$ cat config.mk
export PLATFORM = sky130hd
export DESIGN_NAME = mips_bus_arbiter_flat
export DESIGN_NICKNAME = d
export VERILOG_FILES = /design/src/rtl/mips_bus_arbiter_if.sv /design/src/rtl/mips_bus_arbiter.sv /design/src/flat_wrapper.sv
export SDC_FILE = /design/constraint.sdc
export NUM_CORES = 1
export LEC_CHECK = 0
export ABC_AREA = 1
export CORE_ASPECT_RATIO = 0.9
export CORE_MARGIN = 1.5
export CORE_UTILIZATION = 47
export DETAILED_ROUTE_END_ITERATION = 7
export PLACE_DENSITY = 0.94
export SLEW_MARGIN = 0
export SYNTH_ARGS = -nofsm -noshare
export SYNTH_HDL_FRONTEND = slang
export SYNTH_SLANG_ARGS = --single-unit
$ cat constraint.sdc
create_clock -name clk -period 5.06 [get_ports clk]
set_input_delay 1.518 -clock clk [delete_from_list [all_inputs] [get_ports clk]]
set_output_delay 1.518 -clock clk [all_outputs]
set_load 0.05 [all_outputs]
$ cat src/rtl/mips_bus_arbiter_if.sv
// ---------------------------------------------------------------------------
// mips_bus_arbiter_if
// Groups the two requester handshakes (instruction fetch, data load/store)
// and the Avalon-style memory master bus that the arbiter shares between them.
//
// Handshake: a requester holds its request level (i_req, or d_read/d_write)
// until it sees its one-cycle done pulse (i_done / d_done), and drops it no
// later than the cycle after done. Read data (i_rdata / d_rdata) is valid
// from the done cycle and holds until the next done of the same side.
// On the bus, avm_read/avm_write stay high and avm_* stay constant until an
// edge with avm_waitrequest=0; avm_readdata is taken at that edge.
//
// Modports:
//   master : arbiter view (drives done/rdata to requesters, masters the bus)
//   slave  : environment view (requesters plus the memory slave)
// ---------------------------------------------------------------------------
interface mips_bus_arbiter_if;
    logic        i_req;
    logic [31:0] i_addr;
    logic [31:0] i_rdata;
    logic        i_done;
    logic        d_read;
    logic        d_write;
    logic [31:0] d_addr;
    logic [31:0] d_wdata;
    logic [3:0]  d_byteenable;
    logic [31:0] d_rdata;
    logic        d_done;
    logic [31:0] avm_address;
    logic        avm_read;
    logic        avm_write;
    logic [31:0] avm_writedata;
    logic [3:0]  avm_byteenable;
    logic        avm_waitrequest;
    logic [31:0] avm_readdata;

    modport master (
        input  i_req, i_addr, d_read, d_write, d_addr, d_wdata, d_byteenable,
        input  avm_waitrequest, avm_readdata,
        output i_rdata, i_done, d_rdata, d_done,
        output avm_address, avm_read, avm_write, avm_writedata, avm_byteenable
    );

    modport slave (
        output i_req, i_addr, d_read, d_write, d_addr, d_wdata, d_byteenable,
        output avm_waitrequest, avm_readdata,
        input  i_rdata, i_done, d_rdata, d_done,
        input  avm_address, avm_read, avm_write, avm_writedata, avm_byteenable
    );
endinterface

$ cat src/rtl/mips_bus_arbiter.sv
// ---------------------------------------------------------------------------
// mips_bus_arbiter
// Shares one Avalon-style master port between the instruction-fetch and the
// data load/store requesters of a Harvard core. A granted request is captured
// into the avm_* registers, one bus transfer is run (waiting out
// waitrequest), read data is returned and a one-cycle done pulse is issued.
// A waitrequest timeout aborts a transfer to a hung slave.
//
// Parameters:
//   TIMEOUT : max consecutive waitrequest cycles in a bus state before abort
//             (0 disables the timeout; counter is 16 bits)
// Optional feature macro:
//   ARB_ROUND_ROBIN_EN : when defined, conflicting requests alternate using a
//                        last_grant register; otherwise data always wins.
// Ports:
//   clk, reset  : rising-edge clock, synchronous active-high reset
//   bus         : requester handshakes + Avalon master (mips_bus_arbiter_if)
//   busy        : high whenever the FSM is not IDLE
//   bus_error   : sticky timeout flag, cleared only by reset
//   o_dbg_state : current FSM state
// ---------------------------------------------------------------------------
module mips_bus_arbiter #(
    parameter int unsigned TIMEOUT = 255
) (
    input  logic                   clk,
    input  logic                   reset,
    mips_bus_arbiter_if.master     bus,
    output logic                   busy,
    output logic                   bus_error,
    output logic [1:0]             o_dbg_state
);

    typedef enum logic [1:0] {
        IDLE  = 2'd0,
        BUS_I = 2'd1,
        BUS_D = 2'd2,
        DONE  = 2'd3
    } state_t;

    localparam logic [15:0] LP_TIMEOUT = 16'(TIMEOUT);
    localparam bit          LP_TO_EN   = (TIMEOUT != 0);

    state_t      r_state;
    state_t      w_state_next;
    logic [31:0] r_avm_address;
    logic        r_avm_read;
    logic        r_avm_write;
    logic [31:0] r_avm_writedata;
    logic [3:0]  r_avm_byteenable;
    logic [31:0] r_i_rdata;
    logic [31:0] r_d_rdata;
    logic        r_i_done;
    logic        r_d_done;
    logic        r_busy;
    logic        r_bus_error;
    logic [15:0] r_wait_cnt;

    logic        w_d_req;
    logic        w_grant_d;
    logic        w_grant_i;
    logic [15:0] w_cnt_inc;
    logic        w_timeout;
    logic        w_xfer_end;

    assign w_d_req = bus.d_read | bus.d_write;

`ifdef ARB_ROUND_ROBIN_EN
    // 1 = data side was granted last; reset value makes fetch win the first conflict.
    logic r_last_grant_d;
    assign w_grant_d = w_d_req & (~bus.i_req | ~r_last_grant_d);
`else
    assign w_grant_d = w_d_req;
`endif
    assign w_grant_i = bus.i_req & ~w_grant_d;

    // Abort on the wait cycle whose increment would make the counter reach TIMEOUT.
    assign w_cnt_inc  = r_wait_cnt + 16'd1;
    assign w_timeout  = LP_TO_EN && bus.avm_waitrequest && (w_cnt_inc == LP_TIMEOUT);
    assign w_xfer_end = ~bus.avm_waitrequest | w_timeout;

    always_comb begin
        w_state_next = r_state;
        case (r_state)
            IDLE: begin
                if (w_grant_d) begin
                    w_state_next = BUS_D;
                end else if (w_grant_i) begin
                    w_state_next = BUS_I;
                end
            end
            BUS_I, BUS_D: begin
                if (w_xfer_end) begin
                    w_state_next = DONE;
                end
            end
            DONE:    w_state_next = IDLE;
            default: w_state_next = IDLE;
        endcase
    end

    always_ff @(posedge clk) begin
        if (reset) begin
            r_state          <= IDLE;
            r_avm_address    <= 32'd0;
            r_avm_read       <= 1'b0;
            r_avm_write      <= 1'b0;
            r_avm_writedata  <= 32'd0;
            r_avm_byteenable <= 4'd0;
            r_i_rdata        <= 32'd0;
            r_d_rdata        <= 32'd0;
            r_i_done         <= 1'b0;
            r_d_done         <= 1'b0;
            r_busy           <= 1'b0;
            r_bus_error      <= 1'b0;
            r_wait_cnt       <= 16'd0;
        end else begin
            r_state  <= w_state_next;
            r_busy   <= (w_state_next != IDLE);
            r_i_done <= 1'b0;
            r_d_done <= 1'b0;
            case (r_state)
                IDLE: begin
                    r_wait_cnt <= 16'd0;
                    if (w_grant_d) begin
                        // Write takes precedence when d_read and d_write are both high.
                        r_avm_address    <= bus.d_addr;
                        r_avm_writedata  <= bus.d_wdata;
                        r_avm_byteenable <= bus.d_byteenable;
                        r_avm_write      <= bus.d_write;
                        r_avm_read       <= ~bus.d_write;
                    end else if (w_grant_i) begin
                        r_avm_address    <= bus.i_addr;
                        r_avm_writedata  <= 32'd0;
                        r_avm_byteenable <= 4'b1111;
                        r_avm_write      <= 1'b0;
                        r_avm_read       <= 1'b1;
                    end
                end
                BUS_I, BUS_D: begin
                    if (w_xfer_end) begin
                        r_avm_read  <= 1'b0;
                        r_avm_write <= 1'b0;
                        if (w_timeout) begin
                            r_bus_error <= 1'b1;
                        end
                        if (r_state == BUS_I) begin
                            r_i_done <= 1'b1;
                            if (w_timeout) begin
                                r_i_rdata <= 32'hFFFF_FFFF;
                            end else if (r_avm_read) begin
                                r_i_rdata <= bus.avm_readdata;
                            end
                        end else begin
                            r_d_done <= 1'b1;
                            if (w_timeout) begin
                                r_d_rdata <= 32'hFFFF_FFFF;
                            end else if (r_avm_read) begin
                                r_d_rdata <= bus.avm_readdata;
                            end
                        end
                    end else begin
                        r_wait_cnt <= w_cnt_inc;
                    end
                end
                DONE:    r_wait_cnt <= 16'd0;
                default: r_wait_cnt <= 16'd0;
            endcase
        end
    end

`ifdef ARB_ROUND_ROBIN_EN
    always_ff @(posedge clk) begin
        if (reset) begin
            r_last_grant_d <= 1'b1;
        end else if (r_state == IDLE) begin
            if (w_grant_d) begin
                r_last_grant_d <= 1'b1;
            end else if (w_grant_i) begin
                r_last_grant_d <= 1'b0;
            end
        end
    end
`endif

    assign bus.avm_address    = r_avm_address;
    assign bus.avm_read       = r_avm_read;
    assign bus.avm_write      = r_avm_write;
    assign bus.avm_writedata  = r_avm_writedata;
    assign bus.avm_byteenable = r_avm_byteenable;
    assign bus.i_rdata        = r_i_rdata;
    assign bus.i_done         = r_i_done;
    assign bus.d_rdata        = r_d_rdata;
    assign bus.d_done         = r_d_done;
    assign busy               = r_busy;
    assign bus_error          = r_bus_error;
    assign o_dbg_state        = r_state;

endmodule

$ cat src/flat_wrapper.sv
// flat-port wrapper written by rule: the top's interface ports become plain ports
module mips_bus_arbiter_flat 
#(
    parameter int unsigned TIMEOUT = 255
)
  (clk, reset, busy, bus_error, o_dbg_state, bus_i_req, bus_i_addr, bus_d_read, bus_d_write, bus_d_addr, bus_d_wdata, bus_d_byteenable, bus_avm_waitrequest, bus_avm_readdata, bus_i_rdata, bus_i_done, bus_d_rdata, bus_d_done, bus_avm_address, bus_avm_read, bus_avm_write, bus_avm_writedata, bus_avm_byteenable);
  mips_bus_arbiter_if bus_i ();
  input  logic clk;
  input  logic reset;
  output logic busy;
  output logic bus_error;
  output logic [1:0] o_dbg_state;
  input wire logic [$bits(bus_i.i_req)-1:0] bus_i_req;
  input wire logic [$bits(bus_i.i_addr)-1:0] bus_i_addr;
  input wire logic [$bits(bus_i.d_read)-1:0] bus_d_read;
  input wire logic [$bits(bus_i.d_write)-1:0] bus_d_write;
  input wire logic [$bits(bus_i.d_addr)-1:0] bus_d_addr;
  input wire logic [$bits(bus_i.d_wdata)-1:0] bus_d_wdata;
  input wire logic [$bits(bus_i.d_byteenable)-1:0] bus_d_byteenable;
  input wire logic [$bits(bus_i.avm_waitrequest)-1:0] bus_avm_waitrequest;
  input wire logic [$bits(bus_i.avm_readdata)-1:0] bus_avm_readdata;
  output wire logic [$bits(bus_i.i_rdata)-1:0] bus_i_rdata;
  output wire logic [$bits(bus_i.i_done)-1:0] bus_i_done;
  output wire logic [$bits(bus_i.d_rdata)-1:0] bus_d_rdata;
  output wire logic [$bits(bus_i.d_done)-1:0] bus_d_done;
  output wire logic [$bits(bus_i.avm_address)-1:0] bus_avm_address;
  output wire logic [$bits(bus_i.avm_read)-1:0] bus_avm_read;
  output wire logic [$bits(bus_i.avm_write)-1:0] bus_avm_write;
  output wire logic [$bits(bus_i.avm_writedata)-1:0] bus_avm_writedata;
  output wire logic [$bits(bus_i.avm_byteenable)-1:0] bus_avm_byteenable;
  assign bus_i.i_req = bus_i_req;
  assign bus_i.i_addr = bus_i_addr;
  assign bus_i.d_read = bus_d_read;
  assign bus_i.d_write = bus_d_write;
  assign bus_i.d_addr = bus_d_addr;
  assign bus_i.d_wdata = bus_d_wdata;
  assign bus_i.d_byteenable = bus_d_byteenable;
  assign bus_i.avm_waitrequest = bus_avm_waitrequest;
  assign bus_i.avm_readdata = bus_avm_readdata;
  assign bus_i_rdata = bus_i.i_rdata;
  assign bus_i_done = bus_i.i_done;
  assign bus_d_rdata = bus_i.d_rdata;
  assign bus_d_done = bus_i.d_done;
  assign bus_avm_address = bus_i.avm_address;
  assign bus_avm_read = bus_i.avm_read;
  assign bus_avm_write = bus_i.avm_write;
  assign bus_avm_writedata = bus_i.avm_writedata;
  assign bus_avm_byteenable = bus_i.avm_byteenable;
  mips_bus_arbiter #(.TIMEOUT(TIMEOUT)) u_core (.clk(clk), .reset(reset), .bus(bus_i), .busy(busy), .bus_error(bus_error), .o_dbg_state(o_dbg_state));
endmodule
==> summary.txt, run 1 <==
Outcome
  • Status: completed

Hold path
  • Source of the worst hold timing path: u_core.bus.avm_writedata[11]
  • Hold Crit Class: flip-flop to flip-flop
  • Worst hold stages: 2
  • Hold path endpoint: u_core.bus.avm_writedata[11]

Timing
  • Final clock skew: 0.01232 ns
  • Endpoints failing hold: 0
  • Worst Tran Pin Value: 0.9122 ns
  • Post-route setup TNS: 0 ns
  • Slew Limit Fails: 0
  • Finish-stage setup viols: 0
  • Fmax: 294.6 MHz
  • Worst relative slew slack: 0.3919
  • Unrepaired setup endpoints after global routing: no
  • Hold slack: 0.4675 ns
  • Tmin final: 3.395 ns
  • Final Cycle Share: 0.6709

Worst setup path
  • Worst path slowest cell: a21oi_4
  • Most used cell, CP: buf_4
  • FF-to-FF Start: u_core.r_wait_cnt[0]
  • WP data arrival: 3.74 ns
  • Cell family with most CP delay: buffers and inverters
  • R2R cell count: 13
  • Crit-path max cell delay: 0.57 ns
  • Startpoint Class: input pin
  • Crit end category: flip-flop
  • WP buf/inv: 3
  • Worst R2R End: u_core.bus.d_rdata[14]
  • Req. time, crit path: 5.40 ns
  • Flop-to-flop setup slack: 1.94 ns
  • Kind of critical path: input pin to flip-flop
  • CP max FO: 37
  • Critical path, cell by cell: clkdlybuf4s50_1, buf_4, nor2_2, a21oi_4, buf_4, o21ai_0, a31oi_1

Detailed routing
  • Final WL: 20,950 um
  • Post-route ant nets: 0
  • Via density per instance: 4.900
  • Routed vias: 7,125
  • Wire length per cell: 14.41 um
  • DRC: 0
  • DR pass1 iterations: 5
  • DRT iter0 DRCs: 414

Floorplan
  • Core area: 14,060 um^2
  • Die ar.: 15,180 um^2
  • Num ports: 278
  • Die Ht: 117.1 um
  • Die Wd: 129.7 um
  • Starting density of the core: 0.4833
  • Core Rows: 41

Power
  • Switching pwr: 1.182 mW
  • Flop pwr share: 0.380
  • Maximum vdd drop: 0.0002700 V
  • Comb pwr share: 0.258
  • Internal power: 2.452 mW
  • Static leakage: 4.347 nW
  • Clock power share: 0.362
  • Sw Share: 0.3253
  • PD cells: 353.9 nW/um^2

Synthesis
  • EDFF count, synth: 0
  • Netlist cell types: 28
  • Seq/Total Area, Yosys: 0.4598
  • Main synth FF type: dfxtp_1
  • Async SR Flop Fraction: 0
  • Syn nets: 1,141
  • Post-synthesis register bit count: 156
  • YS warnings: 0
  • Syn avg cell area: 6.806 um^2
  • Synth Cell Area: 6793 um^2
  • Syn Inst Count: 998

Global route
  • Largest net degree at the start of global routing: 69
  • Vias in the first global route: 6,728
  • First-pass GRT wire length: 32,440 um
  • Initial antenna violation count: 0
  • Global Route Usage Sum: 0.2735
  • Grt ovf: 0

Final layout
  • Post-route insts no fill: 1,454
  • Commonest non-fill, non-tap cell in the layout: nand2_1
  • Area grow syn2layout: 51.19%
  • Most frequent cells in the layout: nand2_1, clkdlybuf4s50_1, nor2_1
  • Diode count: 0
  • FILL cells: 1,040
  • Share of layout cells above drive strength 1: 0.05075
  • Nets: 1,391
  • Fin area: 10,270 um^2

Clock network
  • CTS tree: done
  • Root Buffer: clkbuf_16
  • Setup repair bufs after CTS: 0
  • Worst skew pair latency: 0.43 ns
  • CTS Buffer Depth: 2
  • Depth of the CTS H-tree: 4
  • Sink Count: 156
  • Post-CTS sizing: 0
  • Clock-pin slew on the worst setup and hold paths: 0.06 ns
  • Number of CTS-inserted buffers: 17
  • Hold Buf Count CTS: 0

Place
  • Port bufs: 277
  • Placed insts: 1,422
  • RePlAce Congestion: 0.8637
  • DP Wirelength: 14,380 um
  • DP Area: 9659 um^2

Job
  • Max Cap Violations: 0
-- final cells by class --
class                   instances  area (um^2)  share of cell area
repair buffers                285         2828              0.2753
well taps                     193        241.5             0.02351
multi-input cells             693         3110              0.3029
clock buffers                  19        442.9             0.04313
clock inverters                13        167.7             0.01633
inverters                      95        356.6             0.03472
flip-flops and latches        156         3123              0.3041
-- worst min-delay path, cell delays in order (launching register included) --
cell	delay, ns
dfxtp_1	0.31
nand2_1	0.06
a21oi_1	0.05
-- sequential cells by signal (all words and copies together), names as in the netlist, 2 cells and up --
register / flops
u_core.bus.i_rdata: 32
u_core.r_wait_cnt: 16
u_core.bus.avm_byteenable: 4
u_core.bus.d_rdata: 32
u_core.bus.avm_address: 32
u_core.o_dbg_state: 2
u_core.bus.avm_writedata: 32
-- through the flow --
step	utilization	total power [mW]	setup slack [ns]
final	0.7306	3.634	1.665
after detailed placement	0.6872	2.332	1.318
after floorplan	-	1.967	2.439
after global routing	0.7306	3.763	1.506
after CTS	0.7306	3.641	1.751
after global placement	0.6872	2.316	1.408
-- Yosys cell counts (5+ instances only) --
master	instances	area [um^2]
clkbuf_1	37	138.9
a31oi_1	32	200.2
a21oi_1	37	185.2
dfxtp_1	156	3123
o21ai_0	79	395.4
nand3_1	19	95.09
nand2_1	297	1115
nor2_2	6	37.54
nand4_1	5	31.28
buf_2	13	65.06
nor2_1	160	600.6
ha_1	5	62.56
or2_1	28	175.2
or2_2	6	37.54
inv_1	90	337.8
-- metal layers --
layer	global-route usage	share of wire	routed length [um]
met5	0	0	0
met1	0.3155	0.40	8359
met3	0.08136	0.078	1641
met2	0.4734	0.49	10350
met4	0.1193	0.029	603
-- worst max-delay path by stage --
stage	start	end	slack [ns]	depth (start not counted)
after CTS	bus_d_write	u_core.bus.avm_address[4]	1.75	7
final	bus_d_read	u_core.bus.avm_address[26]	1.67	7
after global routing	bus_d_write	u_core.bus.avm_address[7]	1.51	7
after floorplan	bus_d_write	u_core.bus.avm_address[0]	2.44	5
after detailed placement	bus_d_write	u_core.bus.avm_address[4]	1.32	7
after global placement	bus_d_write	u_core.bus.avm_address[26]	1.41	7
-- power by group through the flow --
stage / Clock (mW) / Combinational (mW) / Sequential, mW
2_1_floorplan: 0 / 0.245 / 1.72
3_3_place_gp: 0 / 0.916 / 1.40
3_5_place_dp: 0 / 0.931 / 1.40
4_1_cts: 1.32 / 0.939 / 1.38
5_1_grt: 1.38 / 0.995 / 1.39
6_report: 1.32 / 0.938 / 1.38
-- cell families (layout without fill, tap and decap cells) --
kind of cell | after synthesis | count (layout) | share of synthesized area
and+or+nand+nor | 532 | 532 | 0.3236
AOI/OAI and AO/OA | 154 | 154 | 0.1201
adders and majority gates | 5 | 5 | 0.009210
buffers and inverters | 149 | 412 | 0.08473
DFF | 156 | 156 | 0.4598
xor gates and xnor gates | 2 | 2 | 0.002579
No activity file was read; power rests on OpenSTA's default activity.
==> inputs of run 2 (changes only) <==
Settings changed: CORE_UTILIZATION 47 to 39, PLACE_DENSITY 0.94 to 0.85.
Clock period 5.06 ns to 2.8 ns, I/O delays scaled along.
==> summary.txt, run 2 (synthesis results as in run 1) <==
Worst setup path
  • Worst path slowest cell: clkdlybuf4s50_1
  • Crit-path max cell delay: 0.87 ns (+0.30 ns)
  • R2R cell count: 16 (+3)
  • Cell family with most CP delay: buffers and inverters
  • Flop-to-flop setup slack: 0.32 ns (-1.62 ns)
  • Kind of critical path: flip-flop to output pin
  • FF-to-FF Start: u_core.r_wait_cnt[0]
  • WP data arrival: 1.72 ns (-2.02 ns)
  • CP max FO: 6 (-84%)
  • Worst R2R End: u_core.bus.i_rdata[11]
  • WP buf/inv: 1 (-2)
  • Crit end category: output pin
  • Req. time, crit path: 1.96 ns (-3.44 ns)
  • Critical path, cell by cell: clkdlybuf4s50_1
  • Startpoint Class: flip-flop

Final layout
  • Post-route insts no fill: 1,504 (+3.4%)
  • Nets: 1,399 (+0.58%)
  • FILL cells: 1,484 (+43%)
  • Diode count: 0 (unchanged)
  • Fin area: 10,410 um^2 (+1.4%)
  • Area grow syn2layout: 53.29%
  • Commonest non-fill, non-tap cell in the layout: nand2_1
  • Most frequent cells in the layout: nand2_1, clkdlybuf4s50_1, nor2_1
  • Share of layout cells above drive strength 1: 0.05674 (+0.005984)

Timing
  • Tmin final: 2.559 ns
  • Finish-stage setup viols: 0 (unchanged)
  • Final Cycle Share: 0.9138
  • Worst relative slew slack: 0.6073 (+0.2154)
  • Post-route setup TNS: 0 ns (unchanged)
  • Hold slack: 0.4605 ns (-0.007018 ns)
  • Endpoints failing hold: 0 (unchanged)
  • Worst Tran Pin Value: 0.5873 ns (-0.3249 ns)
  • Final clock skew: 0.01107 ns (-0.001245 ns)
  • Unrepaired setup endpoints after global routing: no
  • Final WS setup: 0.2413 ns (-1.424 ns)
  • Slew Limit Fails: 0 (unchanged)
  • Fmax: 390.8 MHz

Place
  • RePlAce Congestion: 0.8588 (-0.57%)
  • DP Area: 9812 um^2 (+1.6%)
  • Dpl ws: 0.3314 ns (-0.9867 ns)
  • Placed insts: 1,470 (+3.4%)
  • Port bufs: 277 (unchanged)
  • DP Wirelength: 14,150 um (-1.6%)

Detailed routing
  • M1 WL: 8700 um (+4.1%)
  • Met3 WL: 1643 um (+0.12%)
  • Wire length per cell: 13.48 um (-6.4%)
  • DRT iter0 DRCs: 346 (-16%)
  • Via density per instance: 4.759 (-2.9%)
  • Final WL: 20,280 um (-3.2%)
  • Routed vias: 7,157 (+0.45%)
  • DRC: 0 (unchanged)
  • Uppermost routed layer: met4
  • Post-route ant nets: 0 (unchanged)
  • Met2 WL: 9468 um (-8.5%)
  • DR pass1 iterations: 5 (unchanged)

Global route
  • Global Route Usage Sum: 0.2245 (-0.04896)
  • Vias in the first global route: 6,815 (+1.3%)
  • Initial antenna violation count: 0 (unchanged)
  • First-pass GRT wire length: 32,650 um (+0.64%)
  • Largest net degree at the start of global routing: 70 (+1.4%)
  • Grt ovf: 0 (unchanged)

Power
  • Internal power: 4.272 mW (+74%)
  • Flop pwr share: 0.384 (+0.004)
  • Maximum vdd drop: 0.0004749 V (+76%)
  • Comb pwr share: 0.262 (+0.004)
  • Clock power share: 0.354 (-0.008)
  • Static leakage: 4.391 nW (+1.0%)
  • Sw Share: 0.3403 (+0.01495)
  • PD cells: 621.9 nW/um^2 (+76%)
  • Switching pwr: 2.204 mW (+86%)

Clock network
  • Worst skew pair latency: 0.42 ns (about the same)
  • Clock-pin slew on the worst setup and hold paths: 0.07 ns (about the same)
  • Number of CTS-inserted buffers: 17 (unchanged)
  • CTS Buffer Depth: 2 (unchanged)
  • CTS tree: done
  • Sink Count: 156 (unchanged)
  • Depth of the CTS H-tree: 4 (unchanged)
  • Root Buffer: clkbuf_16

Floorplan
  • Die ar.: 18,220 um^2 (+20%)
  • Starting density of the core: 0.4008 (-0.08245)
  • Die Ht: 128.2 um (+9.5%)
  • Core area: 16,950 um^2 (+21%)
  • Num ports: 278 (unchanged)
  • Die Wd: 142.1 um (+9.6%)
  • Core Rows: 45 (+9.8%)

Outcome
  • Status: completed

Hold path
  • Hold path endpoint: u_core.bus.avm_writedata[1]
  • Source of the worst hold timing path: u_core.bus.avm_writedata[1]
  • Worst hold stages: 2 (unchanged)
  • Hold Crit Class: flip-flop to flip-flop

Job
  • Max Cap Violations: 0 (unchanged)
==> run 2: per-stage QoR <==
stage,power (mW),utilization
finish,6.476,0.6144
global route,6.735,0.6144
CTS,6.526,0.6132
global placement,4.204,0.5790
floorplan,3.554,-
detailed placement,4.221,0.5790
==> run 2: layer usage <==
metal	vias up	global-route usage
met5	-	0
met4	0	0.08611
met3	42	0.07471
met2	262	0.3707
met1	3229	0.2713
li1	3624	-
==> run 2: power groups by stage <==
stage | clock (mW) | combinational (mW) | sequential [mW]
detailed placement | 0 | 1.69 | 2.53
global route | 2.42 | 1.81 | 2.50
CTS | 2.34 | 1.70 | 2.49
floorplan | 0 | 0.443 | 3.11
finish | 2.29 | 1.70 | 2.49
global placement | 0 | 1.68 | 2.53
==> run 2: worst max-delay path by stage <==
stage                                      from                   endpoint  cells after the start
after floorplan            u_core.r_wait_cnt[0]      u_core.bus.i_rdata[0]                     15
after global placement     u_core.r_wait_cnt[0]     u_core.bus.i_rdata[28]                     15
after detailed placement            bus_d_write  u_core.bus.avm_address[0]                      6
after CTS                 u_core.o_dbg_state[0]             o_dbg_state[0]                      1
after global routing       u_core.r_wait_cnt[0]     u_core.bus.i_rdata[11]                     16
final                     u_core.o_dbg_state[0]             o_dbg_state[0]                      1
==> run 2: final cells by class <==
cell class                      count  area, um^2  area share
Clock inverter                     15       155.1     0.01490
Clock buffer                       17       425.4     0.04086
Sequential cell                   156        3123      0.2999
Multi-Input combinational cell    693        3115      0.2992
Inverter                           95       356.6     0.03425
Tap cell                          235       294.0     0.02824
Timing Repair Buffer              293        2943      0.2826
==> run 2: repair_timing <==
item	4_1_cts	5_1_grt
hold buffers	0	0
resized for setup	0	1
setup endpoints to repair	0	4
buffers inserted	0	2
